`src/rtl/mem_arbiter.sv`:
```
// rtl/mem_arbiter.sv - two-port arbiter sharing one registered-read single-port RAM
module mem_arbiter #(
    parameter int ADDR_LEN   = 11,
    parameter bit FIXED_PRIO = 1'b0
) (
    input  logic                clk,
    input  logic                rst,
    input  logic                a_req,
    input  logic [ADDR_LEN-1:0] a_addr,
    output logic                a_gnt,
    output logic                a_rvalid,
    output logic [31:0]         a_rdata,
    input  logic                b_req,
    input  logic                b_we,
    input  logic [ADDR_LEN-1:0] b_addr,
    input  logic [31:0]         b_wdata,
    output logic                b_gnt,
    output logic                b_rvalid,
    output logic [31:0]         b_rdata,
    output logic [ADDR_LEN-1:0] mem_addr,
    output logic                mem_wr_req,
    output logic [31:0]         mem_wr_data,
    input  logic [31:0]         mem_rd_data
);

    // last_gnt: 1 = port B was granted most recently
    logic last_gnt_q, last_gnt_d;
    logic rd_a_q, rd_a_d;
    logic rd_b_q, rd_b_d;

    always_comb begin
        a_gnt      = 1'b0;
        b_gnt      = 1'b0;
        last_gnt_d = last_gnt_q;
        if (a_req && b_req) begin
            if (FIXED_PRIO) begin
                b_gnt = 1'b1;
            end else if (last_gnt_q) begin
                a_gnt = 1'b1;
            end else begin
                b_gnt = 1'b1;
            end
        end else begin
            a_gnt = a_req;
            b_gnt = b_req;
        end
        if (a_gnt) begin
            last_gnt_d = 1'b0;
        end else if (b_gnt) begin
            last_gnt_d = 1'b1;
        end
        rd_a_d = a_gnt;
        rd_b_d = b_gnt & ~b_we;
    end

    always_ff @(posedge clk or posedge rst) begin
        if (rst) begin
            last_gnt_q <= 1'b1;
            rd_a_q     <= 1'b0;
            rd_b_q     <= 1'b0;
        end else begin
            last_gnt_q <= last_gnt_d;
            rd_a_q     <= rd_a_d;
            rd_b_q     <= rd_b_d;
        end
    end

    // Idle cycles present a_addr so the RAM just performs a harmless read
    assign mem_addr    = b_gnt ? b_addr : a_addr;
    assign mem_wr_req  = b_gnt & b_we;
    assign mem_wr_data = b_wdata;

    assign a_rvalid = rd_a_q;
    assign b_rvalid = rd_b_q;
    assign a_rdata  = rd_a_q ? mem_rd_data : 32'h0;
    assign b_rdata  = rd_b_q ? mem_rd_data : 32'h0;

endmodule

```
`config.mk`:
```
export PLATFORM = sky130hd
export DESIGN_NAME = mem_arbiter
export DESIGN_NICKNAME = d
export VERILOG_FILES = /design/src/rtl/mem_arbiter.sv
export SDC_FILE = /design/constraint.sdc
export NUM_CORES = 1
export LEC_CHECK = 0
export ABC_AREA = 1
export CAP_MARGIN = 40
export CORE_AREA = 2 2 78 80
export CTS_BUF_LIST = sky130_fd_sc_hd__clkbuf_4 sky130_fd_sc_hd__clkbuf_8
export DETAILED_ROUTE_END_ITERATION = 12
export DIE_AREA = 0 0 80 82
export PLACE_DENSITY = 0.76
export SLEW_MARGIN = 5
export SYNTH_ARGS = -nofsm -noshare
export SYNTH_HDL_FRONTEND = slang
export SYNTH_SLANG_ARGS = --single-unit
```
`constraint.sdc`:
```
create_clock -name clk -period 1.17 [get_ports clk]
set_input_delay 0.234 -clock clk [delete_from_list [all_inputs] [get_ports clk]]
set_output_delay 0.234 -clock clk [all_outputs]
set_load 0.01 [all_outputs]
```
; Word-level counts from Yosys, hierarchy flattened
; Index checks and enable logic that the tools add are counted.
; W data, S select, Z words.
[word_totals]
output_inout_bits = 112
wordCells = 17
reg_bits = 3
[classes]
n_mux = 9
reduce_logical = 2
n_bitwise = 3
[ops]
columns = operator, n
row1 = $mux W32, 2
row2 = $mux W11, 1
row3 = $mux W1, 6
row4 = $and A1 B1 Y1, 2
row5 = $reduce_bool A2 Y1, 1
row6 = $logic_and A1 B1 Y1, 1
row7 = $not A1 Y1, 1

; Depth between registers and ports, before layout
[depth]
word_depth = 4
ltp_mapped = 5

; Worst setup path after synthesis
; OpenSTA, ideal clock, no wires.
[synth_timing]
path_type = register to output
startpoint = reg last_gnt_q
endpoint = out mem_addr[4]
t_arrival_ps = 911
path_slack_ps = 25
required_time_ps = 936
stages_incl_launch_ff = 6
path_buffers = 1
path_cell_list = dfstp_2 > nand2_2 > nand2_4 > buf_6 > nand2_1 > nand2_1
[synth_between]
elab_chain_cells = 3
[synth_rtl]
columns = element, line
row1 = "start, declared", 27  ; logic last_gnt_q, last_gnt_d;
row2 = "start signal, assigned", 62  ; last_gnt_q <= last_gnt_d;
row3 = $mux W1, 38  ; end else if (last_gnt_q) begin
row4 = $mux W1, 35  ; if (a_req && b_req) begin
row5 = $mux W11, 69  ; assign mem_addr = b_gnt ? b_addr : a_addr;
row6 = "end, declared", 20  ; output logic [ADDR_LEN-1:0] mem_addr,
; No other way between the ends.

; Worst setup path in the final report
[layout_timing]
startpoint = reg last_gnt_q
endpoint = out mem_addr[9]
; The elaborated chain is that of the path after synthesis.

==> out/results.ini <==
[floorplan]
num_io_pins = 203
die_w_um = 80
die_h_um = 82
coreArea_um2 = 5750
die-area_um2 = 6560
num_rows = 28
start_util_pct = 18.1

[logic_synthesis]
ys_ff_latch = 3
synth_area_um2 = 1040
syn_avg_cell_area_um2 = 4.84
yosysUniqueCellTypes = 13
ys_seq_area_share_pct = 7.33
syn_nets = 306
yosysWarnings = 0
netlist_instances = 215

[placement]
io_buffer_count = 138
dpl.hpwl_um = 3220
dp_slack_ns = -0.740
routabilityCongestion = 0.727
placed_cell_area_um2 = 2310

[setup_path]
start_kind = register
r2r-start = last_gnt_q
endpoint_kind = output pin
regToRegSetupSlack_ns = 0.08
worstPathRequired_ns = 0.94
cp-startpoint = last_gnt_q
r2r_cells = 5
crit_type = register to output pin
rr_endpoint = a_rvalid
worstPathArrival_ns = 1.28
critPathMaxFanout = 7

[timing]
rsz0062_at_grt = yes
setup_viol = 80
max_freq_mhz = 659
slew-limit-headroom_pct = 72.3
skew_ns = 0.000685
worst_pin_slew_ns = 0.415
layout_min_cycle_time_ns = 1.52
fin_ws_ns = -0.348
timing.setup.tns_ns = -17.38
hold_viol = 0
period_share_pct = 130
drv_slew = 0
whs_ns = 0.190

[clock_tree]
postCtsHoldBufs = 0
path_clk_slew_ns = 0.03
insertion_delay_ns = 0.21
htree_num_levels = 1
cts.sinks = 3
cts_tree = yes
cts_root_buffer = clkbuf_8
cts_buffers = 3
clk_path_buf_depth = 2

[layout]
finalInstanceArea_um2 = 3140
nNetsFinal = 447
final_cell_mix = buf_6 (71), clkdlybuf4s50_1 (56), inv_2 (51)
final_common_cell = buf_6
area_growth_pct = 202
antenna_cells = 0
layout-drive-gt1-share_pct = 71.0

[route]
vias = 1748
routed_wl_um = 5770
drtPass1Iterations = 2
drc = 0
wl_per_cell_um = 13.4
via_per_inst = 4.07
ant_nets = 0
drtIter0Drc = 6

[global_route]
grt.total_usage_pct = 14.5
grt_pass1_wl_um = 7460
grt_overflow = 0
grt_max_degree = 12
antenna_found_initial = 0
grt_pass1_vias = 1570

[pwr]
ir_drop_uv = 564
finalPower_mw = 1.71
p_leak_nw = 1.99
p_per_area_nw_per_um2 = 545

[outcome]
violations = setup timing
outcome = complete, but fails checks

[min_path]
hp-class = input pin to asynchronous set/reset pin

[run]
maxCapViolCount = 0

-- report_power, final --
part | total, mW | internal [mW] | switching [mW]
registers | 0.129 | 0.117 | 0.0127
clock network | 0.318 | 0.255 | 0.0631
logic | 1.26 | 0.708 | 0.556
total | 1.71 | 1.08 | 0.632
-- timing repair --
item / 4_1_cts / 5_1_grt
setup endpoints to repair: 80 / 82
resized for setup: 406 / 170
gates cloned: 8 / 1
pin swaps: 11 / 15
endpoints found under the hold margin: 0 / 0
buffers inserted: 22 / 2
-- logic make-up (layout without fill, tap and decap cells) --
group                  after synthesis  count (layout)  share of synthesized area [%]
AOI/OAI and AO/OA                    2               2                           1.20
buffers and inverters              109             248                           52.8
DFF                                  3               3                           7.33
and+or+nand+nor                    101             102                           38.7
-- registers in the layout (all words and copies together) (netlist names) --
signal / cells
b_rvalid: 1
last_gnt_q: 1
a_rvalid: 1
-- routing by layer --
metal / share of wire [%] / global-route usage [%]
met1: 31 / 14.1
met3: 10 / 3.74
met2: 57 / 29.7
met5: 0 / 0
met4: 1.3 / 4.41
-- worst max-delay path by stage --
stage / cells past startpoint / end
after CTS: 6 / mem_addr[2]
after detailed placement: 6 / mem_addr[1]
after global placement: 5 / mem_addr[5]
after floorplan: 5 / mem_addr[4]
after global routing: 6 / mem_addr[3]
final: 6 / mem_addr[9]
-- synthesized netlist by cell type (all sizes together) --
cell     n  share of area (%)
dfstp    1                2.5
o21ai    1               0.48
inv     68                 25
a21boi   1               0.72
nand2   88                 33
dfrtp    2                4.8
nor2     2               0.72
nand3   11                5.3
buf     41                 28
-- per-stage QoR --
stage | std cells | util, %
floorplan | 215 | -
global placement | 396 | 40.3
detailed placement | 396 | 40.3
CTS | 430 | 45.3
global route | 430 | 54.6
finish | 430 | 54.6
-- area by class of cell --
cell class                      count  area, µm²
Tap cell                           75       93.8
Timing Repair Buffer              176       1840
Fill cell                         519       2610
Inverter                           68        255
Clock buffer                        4       48.8
Sequential cell                     3       78.8
Multi-Input combinational cell    104        820
-- worst max-delay path, cell delays in order, from the launching register on --
cell,delay [ns]
dfstp_2,0.55
nand2_4,0.07
buf_6,0.13
nand2_8,0.09
nand2_1,0.05
nand2_1,0.05
buf_2,0.12
Note: power is estimated with default switching activity, not from simulation.
